<file path="config.mk">
export PLATFORM = sky130hd
export DESIGN_NAME = way_burst_reader
export DESIGN_NICKNAME = d
export VERILOG_FILES = /design/src/rtl/way_burst_reader.sv
export SDC_FILE = /design/constraint.sdc
export NUM_CORES = 1
export LEC_CHECK = 0
export CAP_MARGIN = 20
export CORE_AREA = 2 2 122 124
export CTS_CLUSTER_SIZE = 16
export DETAILED_ROUTE_END_ITERATION = 8
export DIE_AREA = 0 0 124 126
export PLACE_DENSITY_LB_ADDON = 0.12
export SLEW_MARGIN = 25
export SYNTH_ARGS = -nofsm -noshare
export SYNTH_HDL_FRONTEND = slang
export SYNTH_SLANG_ARGS = --single-unit
</file>
<file path="constraint.sdc">
create_clock -name clk -period 5.5 [get_ports clk]
set_clock_uncertainty 0.1 [all_clocks]
set_input_delay 1.1 -clock clk [delete_from_list [all_inputs] [get_ports clk]]
set_output_delay 1.1 -clock clk [all_outputs]
set_load 0.05 [all_outputs]
</file>
<file path="src/rtl/way_burst_reader.sv">
// way_burst_reader
//   Reads hit-way data for the cache controller. Accepts one request at a time:
//   a one-hot way select, a critical word offset and a single/burst mode. The word
//   offset goes to every way array. The arrays have a 1-cycle synchronous read. The
//   hit way's word is chosen with an AND-OR mux. Words return on a valid/ready
//   channel through a 2-entry buffer. A burst returns the whole line, critical
//   word first, and wraps around the end of the line.
//
// Ports
//   clk, rst_n          clock (rising edge) and asynchronous active-low reset
//   reqValid/reqReady   request handshake
//   reqWay              one-hot hit way; zero or multi-hot returns an error beat
//   reqOffset           critical word offset
//   reqBurst            1 = full line, 0 = single word
//   wayRdEn, wayOffset  read strobe and word offset sent to all ways
//   wayData             concatenated way read data, valid the cycle after wayRdEn
//   rspValid/rspReady   response handshake
//   rspData, rspLast    response word and final-beat marker
//   rspError            the request's way select was not one-hot
module way_burst_reader #(
   parameter int NUM_WAYS       = 8,
   parameter int DATA_WIDTH     = 32,
   parameter int WORDS_PER_LINE = 8,
   parameter int OFFSET_WIDTH   = $clog2(WORDS_PER_LINE)
) (
   input  logic                           clk,
   input  logic                           rst_n,
   input  logic                           reqValid,
   output logic                           reqReady,
   input  logic [NUM_WAYS-1:0]            reqWay,
   input  logic [OFFSET_WIDTH-1:0]        reqOffset,
   input  logic                           reqBurst,
   output logic                           wayRdEn,
   output logic [OFFSET_WIDTH-1:0]        wayOffset,
   input  logic [NUM_WAYS*DATA_WIDTH-1:0] wayData,
   output logic                           rspValid,
   input  logic                           rspReady,
   output logic [DATA_WIDTH-1:0]          rspData,
   output logic                           rspLast,
   output logic                           rspError
);

   localparam int CNT_W = $clog2(WORDS_PER_LINE + 1);

   typedef enum logic {IDLE, ISSUE} state_t;

   state_t                  state_q, state_d;
   logic                    started_q;
   logic [NUM_WAYS-1:0]     way_q;
   logic [OFFSET_WIDTH-1:0] off_q, last_off_q;
   logic [CNT_W-1:0]        cnt_q;
   logic                    err_q;
   logic                    rd_pend_q, rd_last_q;

   logic [DATA_WIDTH-1:0]   f_data [2];
   logic                    f_last [2];
   logic                    f_err  [2];
   logic                    rptr_q, wptr_q;
   logic [1:0]              occ_q;

   logic                    accept, pop, credit, issue, err_push, push;
   logic                    req_bad;
   logic [DATA_WIDTH-1:0]   sel_data;

   // started_q keeps reqReady low until the first edge after reset is released.
   assign reqReady = started_q && (state_q == IDLE);
   assign accept   = reqValid && reqReady;
   assign rspValid = (occ_q != 2'd0);
   assign pop      = rspValid && rspReady;
   assign req_bad  = (reqWay == '0) || ((reqWay & (reqWay - 1'b1)) != '0);

   // occupancy + in flight - pop < 2, written without the subtraction.
   assign credit   = ({1'b0, occ_q} + {2'b00, rd_pend_q}) < (3'd2 + {2'b00, pop});
   assign issue    = (state_q == ISSUE) && !err_q && credit;
   assign err_push = (state_q == ISSUE) && err_q && credit;
   assign push     = rd_pend_q || err_push;

   assign wayRdEn   = issue;
   assign wayOffset = issue ? off_q : last_off_q;

   always_comb begin
      sel_data = '0;
      for (int unsigned i = 0; i < NUM_WAYS; i++) begin
         sel_data = sel_data | (wayData[i*DATA_WIDTH +: DATA_WIDTH] & {DATA_WIDTH{way_q[i]}});
      end
   end

   always_comb begin
      state_d = state_q;
      case (state_q)
         IDLE:    if (accept) state_d = ISSUE;
         ISSUE:   if (err_push || (issue && cnt_q == CNT_W'(1))) state_d = IDLE;
         default: state_d = IDLE;
      endcase
   end

   always_ff @(posedge clk or negedge rst_n) begin
      if (!rst_n) begin
         state_q    <= IDLE;
         started_q  <= 1'b0;
         way_q      <= '0;
         off_q      <= '0;
         last_off_q <= '0;
         cnt_q      <= '0;
         err_q      <= 1'b0;
         rd_pend_q  <= 1'b0;
         rd_last_q  <= 1'b0;
      end else begin
         state_q   <= state_d;
         started_q <= 1'b1;
         rd_pend_q <= issue;
         rd_last_q <= issue && (cnt_q == CNT_W'(1));
         if (accept) begin
            way_q <= reqWay;
            off_q <= reqOffset;
            cnt_q <= reqBurst ? CNT_W'(WORDS_PER_LINE) : CNT_W'(1);
            err_q <= req_bad;
         end else if (issue) begin
            off_q      <= off_q + 1'b1;
            last_off_q <= off_q;
            cnt_q      <= cnt_q - 1'b1;
         end
      end
   end

   // A push and a pop on a full buffer write the slot being popped. Credits
   // prevent a push to a full buffer in any other case.
   always_ff @(posedge clk or negedge rst_n) begin
      if (!rst_n) begin
         for (int unsigned i = 0; i < 2; i++) begin
            f_data[i] <= '0;
            f_last[i] <= 1'b0;
            f_err[i]  <= 1'b0;
         end
         rptr_q <= 1'b0;
         wptr_q <= 1'b0;
         occ_q  <= 2'd0;
      end else begin
         if (push) begin
            f_data[wptr_q] <= rd_pend_q ? sel_data : '0;
            f_last[wptr_q] <= rd_pend_q ? rd_last_q : 1'b1;
            f_err[wptr_q]  <= !rd_pend_q;
            wptr_q         <= !wptr_q;
         end
         if (pop) rptr_q <= !rptr_q;
         occ_q <= occ_q + {1'b0, push} - {1'b0, pop};
      end
   end

   assign rspData  = f_data[rptr_q];
   assign rspLast  = f_last[rptr_q];
   assign rspError = f_err[rptr_q];

endmodule

</file>
==> results.tsv, run 1 <==
stage	metric	value	unit
sta	slew_headroom	34.0	%
sta	layout_min_cycle_time	4660	ps
setup_path	cp-end-kind	output pin	
pwr	combPwrFrac	53.7	%
placement	dp_hpwl	17400	um
layout	stdcell_area	9210	um^2
routing	via_count	6201	
yosys	ys_seq_area_share	41.8	%
clock_tree	cts_setup_buffers	0	
sta	final.setup.tns	0	ps
setup_path	critical_path_class	in -> out	
pwr	p_sw_share	45.1	%
placement	gp_congestion	0.912	
layout	drive_above_1_share	11.0	%
sta	hold_viol_final	0	
pwr	leakage	3.65	nW
clock_tree	cts_buffers	9	
pwr	power.share.sequential	29.7	%
yosys	yosys_register_bits	95	
routing	wl_per_cell	23.7	um
yosys	synth_area	5690	um^2
pwr	power_density	475	nW/um^2
grt	grt_max_degree	66	
pwr	p_sw	1.97	mW
layout	diodes	0	
placement	placed_area	8850	um^2
floorplanning	core	14300	um^2
setup_path	cp_max_fo	9	
floorplanning	die_y	126	um
yosys	netlist_instances	555	
sta	setup_viol	0	
setup_path	worstPathArrival	3460	ps
clock_tree	hold_buffers	0	
clock_tree	cts-root-buf	clkbuf_16	
min_path	hold_class	reg -> reg	
routing	finalWirelength	24200	um
grt	grt-ovfl-total	0	
sta	drv_slew	0	
setup_path	worst_setup_path_start_kind	input pin	
routing	first_pass_iters	5	
floorplanning	die_x	124	um
yosys	ys.flop_type	dfrtp_1	
routing	drt-initial-drc-count	325	
yosys	syn_nets	833	
sta	finalCritPeriodShare	84.7	%
setup_path	critical_path_required	4300	ps
routing	ant_nets	0	
grt	grt_pass1_wl	35600	um
clock_tree	clk_pin_slew	60	ps
floorplanning	die_area	15600	um^2
clock_tree	cts_tree	done	
sta	rsz0062_at_grt	false	
clock_tree	insertion_delay	330	ps
yosys	yosysWarnings	0	
yosys	yosysUniqueCellTypes	54	
sta	clock.fmax	0.215	GHz
layout	multiInputGateArea	2900	um^2
floorplanning	row_count	44	
sta	tightest_slew	988	ps
placement	portBuffers	311	
layout	final_nets	1111	
status	outcome	finished, final reports clean	
pwr	p_clk_share	16.6	%
clock_tree	htreeDepth	3	
yosys	ys_async_sr_fraction	100	%
layout	layout-area-overhead-vs-synth	61.9	%
grt	track_usage	30.0	%
yosys	syn_area_per_cell	10.2	um^2
yosys	synth_edf_count	0	
clock_tree	cts_sinks	95	
run	maxCapViolCount	0	
pwr	internal-power	2.40	mW
pwr	ir_worst_vdd	400	uV
grt	grt_pass1_vias	6372	
floorplanning	io_pins	312	
clock_tree	cts_resized	0	
layout	fillers	1166	
layout	regArea	2380	um^2
routing	route.detailed.vias_per_inst	6.07	
grt	antenna_found_initial	2	
floorplanning	initial_core_util	39.7	%
routing	drc	0	
clock_tree	cts_buffer_depth	2	
[cell usage after synthesis, types with 3 or more instances]
| cell | count | area, um^2 |
|---|---|---|
| o2bb2ai_1 | 29 | 254 |
| clkbuf_1 | 43 | 161 |
| xnor2_1 | 5 | 43.8 |
| a22oi_1 | 128 | 961 |
| inv_1 | 37 | 139 |
| nor2_1 | 5 | 18.8 |
| dfrtp_1 | 95 | 2380 |
| ha_1 | 6 | 75.1 |
| buf_6 | 6 | 67.6 |
| a31oi_1 | 4 | 25.0 |
| o21ai_0 | 6 | 30.0 |
| mux2_2 | 40 | 450 |
| nand2_1 | 26 | 97.6 |
| nor3_1 | 4 | 20.0 |
| a41o_2 | 9 | 101 |
| a32o_1 | 3 | 30.0 |
| a41o_1 | 21 | 210 |
| nand4_1 | 3 | 18.8 |
| nand3_1 | 4 | 20.0 |
| a21oi_1 | 7 | 35.0 |
| o22ai_1 | 31 | 194 |
| buf_2 | 3 | 15.0 |
[cells in the final DEF, fill, tap and decap left out, types with 2 or more instances in the layout]
master / count
o2bb2ai_1: 29
nand3_1: 4
or4_1: 2
clkbuf_8: 2
inv_1: 37
nand2_1: 26
bufinv_16: 3
a41o_1: 21
o21ai_0: 6
clkdlybuf4s50_1: 310
dfrtp_2: 2
nor3_1: 4
a32o_1: 3
clkbuf_16: 9
buf_4: 13
nand4_1: 3
xnor2_1: 5
a22oi_1: 128
clkinv_1: 2
nor2_1: 5
dfrtp_1: 93
a311oi_1: 2
o22ai_1: 31
o32a_1: 2
o31ai_1: 2
a31o_2: 2
mux2_2: 40
o21a_1: 2
a41o_2: 9
ha_1: 6
a21oi_1: 7
a31oi_1: 4
[logic make-up after synthesis]
kind of cell / count (synthesis) / share of synthesized area, %
compound gates: 257 / 35.7
xor+xnor: 6 / 0.924
fa+ha+maj: 7 / 1.50
buf+inv: 95 / 7.28
flops: 95 / 41.8
mux: 41 / 8.10
other cells: 1 / 0.0659
simple gates: 53 / 4.60
[final cells by class]
type / instances / area share, %
Clock buffer: 11 / 2.74
Inverter: 39 / 1.59
Tap cell: 184 / 2.50
Timing Repair Buffer: 323 / 34.8
Sequential cell: 95 / 25.8
Clock inverter: 5 / 1.13
Multi-Input combinational cell: 365 / 31.4
[metal layers]
metal / up-vias / GRT usage [%] / wire length, um
met1: 3072 / 37.5 / 9880
li1: 2749 / - / -
met5: - / 0 / 22
met2: 316 / 50.6 / 11700
met3: 60 / 6.02 / 1890
met4: 4 / 11.4 / 710
[state kept, by name (all words and copies together) (netlist names), 2 cells and up]
register	flops
occ_q	2
way_q	8
last_off_q	3
f_err	2
off_q	3
f_data	64
cnt_q	4
f_last	2
[power groups by stage]
stage / logic (mW) / clock network (mW) / registers [mW]
after global placement: 2.31 / 0 / 1.29
final: 2.35 / 0.726 / 1.30
after floorplan: 1.68 / 0 / 1.09
after detailed placement: 2.34 / 0 / 1.31
after CTS: 2.36 / 0.742 / 1.29
after global routing: 2.49 / 0.774 / 1.34
[stage by stage]
stage	setup slack (ps)	power, mW	util (%)	hold WS, ps	cells
2_1_floorplan	1790	2.77	-	352	555
3_3_place_gp	887	3.59	61.9	367	1006
3_5_place_dp	857	3.64	61.9	370	1006
4_1_cts	846	4.39	64.3	389	1022
5_1_grt	783	4.61	64.3	412	1022
6_report	844	4.38	64.3	392	1022
[worst max-delay path: stages]
cell and delay, ps:
clkdlybuf4s50_1 510, o21ai_4 100, o21ai_0 260, nand2_1 200, clkinv_1 230, mux2_2 360
clkdlybuf4s50_1 700
[path summary, 6_finish.rpt]
| path | cells after the start | end | slack [ps] | from |
|---|---|---|---|---|
| setup / recovery | 7 | wayOffset[2] | 840 | rspReady |
| hold / removal | 1 | f_data[42] | 390 | f_data[42] |
| setup reg to reg | 4 | f_data[15] | 2030 | wptr_q |
| hold reg to reg | 1 | f_data[42] | 390 | f_data[42] |
| max in group asynchronous | 2 | wptr_q | 3580 | rst_n |
| min in group asynchronous | 1 | f_data[6] | 770 | rst_n |
Power figures use the tool's default switching activity.
==> run 2: changes to the inputs <==
CORE_AREA = default   (was 2 2 122 124)
CORE_UTILIZATION = 40   (was default)
DIE_AREA = default   (was 0 0 124 126)
clock period = 4.45 ns   (was 5.5 ns; I/O delays follow)
==> run 2 against run 1 <==
  * Register-to-register slack worse by 650 ps
  * Count of clock-buffer cells in the layout is 2 lower
  * Die area down 5.9%
  * Non-clock buffer count unchanged
  * Final cell count shrank 0.29%
  * Via count decreased by 0.18%
  * Setup slack worse by 250 ps
  * Utilization up 1.7 points
  * Critical path depth is the same
  * Clock power up 4.5%
  * Hold slack worse by 1.9 ps
  * Largest cell class unchanged
==> results.tsv, run 2 (same netlist as run 1, synthesis figures left out) <==
stage	metric	value	unit
status	outcome	finished, final reports clean	
clock_tree	cts_sinks	95	
layout	fillers	1086	
grt	grt_pass1_wl	35200	um
setup_path	worstPathArrival	2870	ps
setup_path	critical_path_class	reg -> out	
setup_path	critical_path_required	3460	ps
clock_tree	insertion_delay	330	ps
sta	setup_viol	0	
routing	finalWirelength	23900	um
layout	regArea	2380	um^2
routing	ant_nets	0	
setup_path	reg2reg_to	f_data[7]	
setup_path	crit_family	simple AND/OR/NAND/NOR gates	
setup_path	cp-end-kind	output pin	
grt	grt_pass1_vias	6310	
clock_tree	clk_pin_slew	80	ps
layout	layout-area-overhead-vs-synth	61.1	%
min_path	timing.hold.worst_path_depth	1	
setup_path	worst_setup_path_start_kind	flop	
clock_tree	cts_setup_buffers	0	
sta	final.setup.tns	0	ps
grt	grt_max_degree	67	
pwr	power_density	578	nW/um^2
clock_tree	cts_tree	done	
clock_tree	hold_buffers	0	
floorplanning	row_count	43	
floorplanning	die_y	121	um
routing	wl_per_cell	23.5	um
sta	layout_min_cycle_time	3860	ps
clock_tree	htreeDepth	3	
routing	first_pass_iters	5	
routing	drt-initial-drc-count	489	
layout	top_regs	f_data: 64 flops, way_q: 8 flops, cnt_q: 4 flops	
setup_path	slowest_delay	500	ps
layout	drive_above_1_share	11.5	%
setup_path	cp_cell_sequence	ha_1 > ha_1 > nor3b_2 > nand2_1 > clkinv_1 > mux2_2 > buf_4	
sta	rsz0062_at_grt	false	
grt	grt-ovfl-total	0	
run	maxCapViolCount	0	
placement	portBuffers	311	
floorplanning	initial_core_util	41.0	%
pwr	power	5.29	mW
routing	route.detailed.vias_per_inst	6.07	
min_path	hold_class	reg -> reg	
setup_path	regToRegStartpoint	wptr_q	
routing	via_count	6190	
routing	drc	0	
layout	largest-register	f_data	
sta	hold_viol_final	0	
placement	dp_hpwl	17200	um
clock_tree	cts-root-buf	clkbuf_16	
layout	layout.cells.most_common	clkdlybuf4s50_1	
floorplanning	die_x	121	um
layout	final_nets	1111	
sta	drv_slew	0	
layout	multiInputGateArea	2900	um^2
floorplanning	core	13900	um^2
clock_tree	cts_buffer_depth	2	
setup_path	r2r_cells	3	
sta	finalCritPeriodShare	86.6	%
floorplanning	die_area	14700	um^2
grt	track_usage	31.7	%
min_path	hold_start	f_data[49]	
setup_path	path_common_cell	ha_1	
placement	gp_congestion	0.915	
grt	antenna_found_initial	2	
floorplanning	io_pins	312	
clock_tree	cts_buffers	9	
pwr	leakage	3.62	nW
setup_path	crit_buf_inv	2	
layout	final_cell_mix	clkdlybuf4s50_1 (306), a22oi_1 (128), dfrtp_1 (93)	
layout	largest_reg_flops	64	
pwr	ir_worst_vdd	432	uV
sta	clock.fmax	0.259	GHz
layout	utilization	66.0	%
sta	tightest_slew	971	ps
setup_path	reg2reg_slack	1380	ps
clock_tree	cts_resized	0	
setup_path	cp_max_fo	10	
min_path	whs_endpoint	f_data[49]	
setup_path	critPathSlowestCell	dfrtp_1	
sta	slew_headroom	35.1	%
==> run 2: changes by cell type in the layout (fill, tap and decap cells not counted) <==
cell             delta
clkinvlp_4          +2
clkbuf_8            -2
buf_4               +2
clkdlybuf4s50_1     -4
buf_12              +2
clkinv_2            -1
diode_2             +1
bufinv_16           -3
clkinv_8            +1
inv_8               +3
==> run 2: stage by stage <==
stage	cell area [um^2]	worst slack [ps]	instances	hold slack, ps
final	9170	595	1019	390
after detailed placement	8860	707	1002	370
after floorplan	5690	1160	555	352
after CTS	9160	576	1018	390
after global placement	8860	761	1002	367
after global routing	9160	449	1018	410
==> run 2: metal layers <==
| metal | routed length (um) | vias to the layer above | GRT usage (%) |
|---|---|---|---|
| met5 | 12 | - | 0 |
| met4 | 555 | 2 | 11.0 |
| met3 | 1720 | 39 | 6.34 |
| met2 | 11400 | 305 | 52.8 |
| met1 | 10200 | 3085 | 41.0 |
| li1 | - | 2759 | - |
==> run 2: cell type report <==
cell class                      instances  area share [%]
Sequential cell                        95            26.0
Inverter                               39            1.60
Timing Repair Buffer                  323            35.1
Multi-Input combinational cell        365            31.6
Antenna cell                            1          0.0273
Clock inverter                          7           0.805
Clock buffer                            9            2.46
Tap cell                              180            2.46
==> run 2: power by group <==
part	internal, mW	total [mW]	switching (mW)
registers	1.19	1.66	0.464
clock network	0.397	0.759	0.362
logic	1.20	2.87	1.68
==> run 2: worst max path at each step <==
stage | end | slack (ps) | start | depth (start not counted)
floorplan | wayOffset[1] | 1160 | rspReady | 5
global placement | wayOffset[2] | 760 | rspReady | 7
detailed placement | wayOffset[1] | 710 | rspReady | 7
CTS | wayOffset[1] | 580 | rd_pend_q | 7
global route | wayOffset[2] | 450 | rd_pend_q | 7
finish | wayOffset[1] | 590 | rd_pend_q | 7
==> run 2: worst reg2reg max path: stages, from the launching register on <==
cell      delay (ps)
dfrtp_2          940
clkinv_1         660
a21oi_4          930
o22ai_1          270
==> run 3: changes to the inputs <==
--- a/config.mk
+++ b/config.mk
@@ -10,5 +10,5 @@
 export CTS_CLUSTER_SIZE = 16
 export DETAILED_ROUTE_END_ITERATION = 8
-export PLACE_DENSITY_LB_ADDON = 0.12
+export PLACE_DENSITY = 0.82
 export SLEW_MARGIN = 25
 export SYNTH_ARGS = -nofsm -noshare
--- a/constraint.sdc
+++ b/constraint.sdc
@@ -3,3 +3,3 @@
 set_input_delay 0.89 -clock clk [delete_from_list [all_inputs] [get_ports clk]]
 set_output_delay 0.89 -clock clk [all_outputs]
-set_load 0.05 [all_outputs]
+set_load 0.02 [all_outputs]
==> run 3 against run 2 <==
  * Global-route usage decreased by 1.7 points
  * Count of clock-buffer cells in the layout increased by 1
  * Clock power increased by 6.5%
  * Final cell count about the same
  * Register-to-register slack improved by 190 ps
  * Cell area about the same
  * Sequential power about the same
  * Setup slack got worse by 280 ps
  * Wire length decreased by 5.8%
  * Sequential share of layout area about the same
  * Via count decreased by 0.50%
  * First-iteration DRC count decreased by 17%
==> results.tsv, run 3 (same netlist as run 1, synthesis figures left out) <==
stage	metric	value	unit
status	outcome	finished, final reports clean	
grt	track_usage	30.0	%
floorplanning	die_x	121	um
clock_tree	cts-root-buf	clkbuf_16	
layout	layout.cells.most_common	clkdlybuf4s50_1	
clock_tree	cts_tree	done	
sta	setup_ws	316	ps
sta	setup_viol	0	
clock_tree	clk_pin_slew	70	ps
sta	drv_slew	0	
setup_path	critical_path_class	reg -> out	
placement	gp_congestion	0.899	
setup_path	r2r_cells	5	
sta	tightest_slew	972	ps
floorplanning	initial_core_util	41.0	%
clock_tree	hold_buffers	0	
sta	clock.fmax	0.242	GHz
layout	largest-register	f_data	
sta	finalCritPeriodShare	92.9	%
grt	met3_usage	7.33	%
routing	wl_per_cell	22.1	um
floorplanning	core	13900	um^2
pwr	leakage	3.62	nW
clock_tree	cts_resized	0	
routing	ant_nets	0	
clock_tree	insertion_delay	330	ps
sta	hold_viol_final	0	
placement	dp_hpwl	16500	um
placement	portBuffers	311	
layout	drive_above_1_share	10.9	%
grt	grt-ovfl-total	0	
setup_path	cp-end-kind	output pin	
routing	route.detailed.vias_per_inst	6.05	
clock_tree	cts_setup_buffers	0	
clock_tree	htreeDepth	3	
layout	top_regs	f_data: 64 flops, way_q: 8 flops, cnt_q: 4 flops	
setup_path	worstPathArrival	3140	ps
setup_path	critical_path_required	3460	ps
sta	layout_min_cycle_time	4130	ps
clock_tree	cts_buffer_depth	2	
grt	antenna_found_initial	0	
floorplanning	die_area	14700	um^2
grt	grt_pass1_vias	6337	
grt	grt_pass1_wl	33800	um
sta	rsz0062_at_grt	false	
sta	slew_headroom	35.0	%
placement	dp_slack	425	ps
grt	grtUsageMet2	51.0	%
grt	grt_max_degree	60	
floorplanning	row_count	43	
pwr	power_density	538	nW/um^2
run	maxCapViolCount	0	
routing	drc	0	
clock_tree	cts_sinks	95	
routing	via_count	6159	
layout	final_cell_mix	clkdlybuf4s50_1 (310), a22oi_1 (128), dfrtp_1 (93)	
grt	met1_usage	37.0	%
min_path	hold_class	reg -> reg	
pwr	ir_worst_vdd	347	uV
layout	fillers	1116	
layout	final_nets	1111	
layout	largest_reg_flops	64	
grt	grt-busiest-layer	met2	
clock_tree	cts_buffers	9	
setup_path	worst_setup_path_start_kind	flop	
floorplanning	io_pins	312	
sta	final.setup.tns	0	ps
min_path	timing.hold.worst_path_depth	1	
routing	first_pass_iters	8	
layout	diodes	0	
routing	drt-initial-drc-count	405	
routing	finalWirelength	22500	um
layout	layout-area-overhead-vs-synth	61.1	%
floorplanning	die_y	121	um
setup_path	cp_max_fo	10	
run 3: worst paths after layout:
kind,start,slack [ps],to
max reg2reg,rd_pend_q,1570,f_data[2]
min reg2reg,f_data[40],380,f_data[40]
min in group asynchronous,rst_n,510,f_data[51]
max in group asynchronous,rst_n,2760,f_data[24]
min,f_data[40],380,f_data[40]
max,rd_pend_q,320,wayOffset[2]
run 3: report_power, final:
part	leakage, nW	internal, mW	switching, mW
clock network	0.152	0.491	0.317
logic	2.22	1.20	1.25
registers	1.25	1.20	0.484
run 3: cell type report:
class / instances / area [um^2] / area share (%)
multi-input cells: 365 / 2900 / 31.6
flip-flops and latches: 95 / 2380 / 26.0
well taps: 180 / 225 / 2.46
inverters: 39 / 146 / 1.60
clock inverters: 6 / 86.3 / 0.942
clock buffers: 10 / 229 / 2.50
repair buffers: 323 / 3200 / 34.9
run 3: metal layers:
| metal | up-vias | part of all wire (%) |
|---|---|---|
| li1 | 2754 | - |
| met1 | 3005 | 40 |
| met2 | 350 | 48 |
| met3 | 50 | 8.9 |
| met4 | 0 | 2.4 |
| met5 | - | 0 |
run 3: worst max-delay path, stage by stage, from the launching register on:
cell             delay, ps
dfrtp_1                490
ha_1                   260
ha_1                   250
nor3b_2                440
nand2_1                240
clkinv_1               230
mux2_2                 360
clkdlybuf4s50_1        540
run 3: stage by stage:
step	instances	power, mW	instance area, um^2	utilization, %	hold WS [ps]
after floorplan	555	3.04	5690	-	352
after CTS	1018	4.92	9160	66.0	389
after global routing	1018	5.21	9160	66.0	398
final	1018	4.93	9160	66.0	384
after detailed placement	1002	4.10	8850	63.7	370
after global placement	1002	3.99	8850	63.7	368
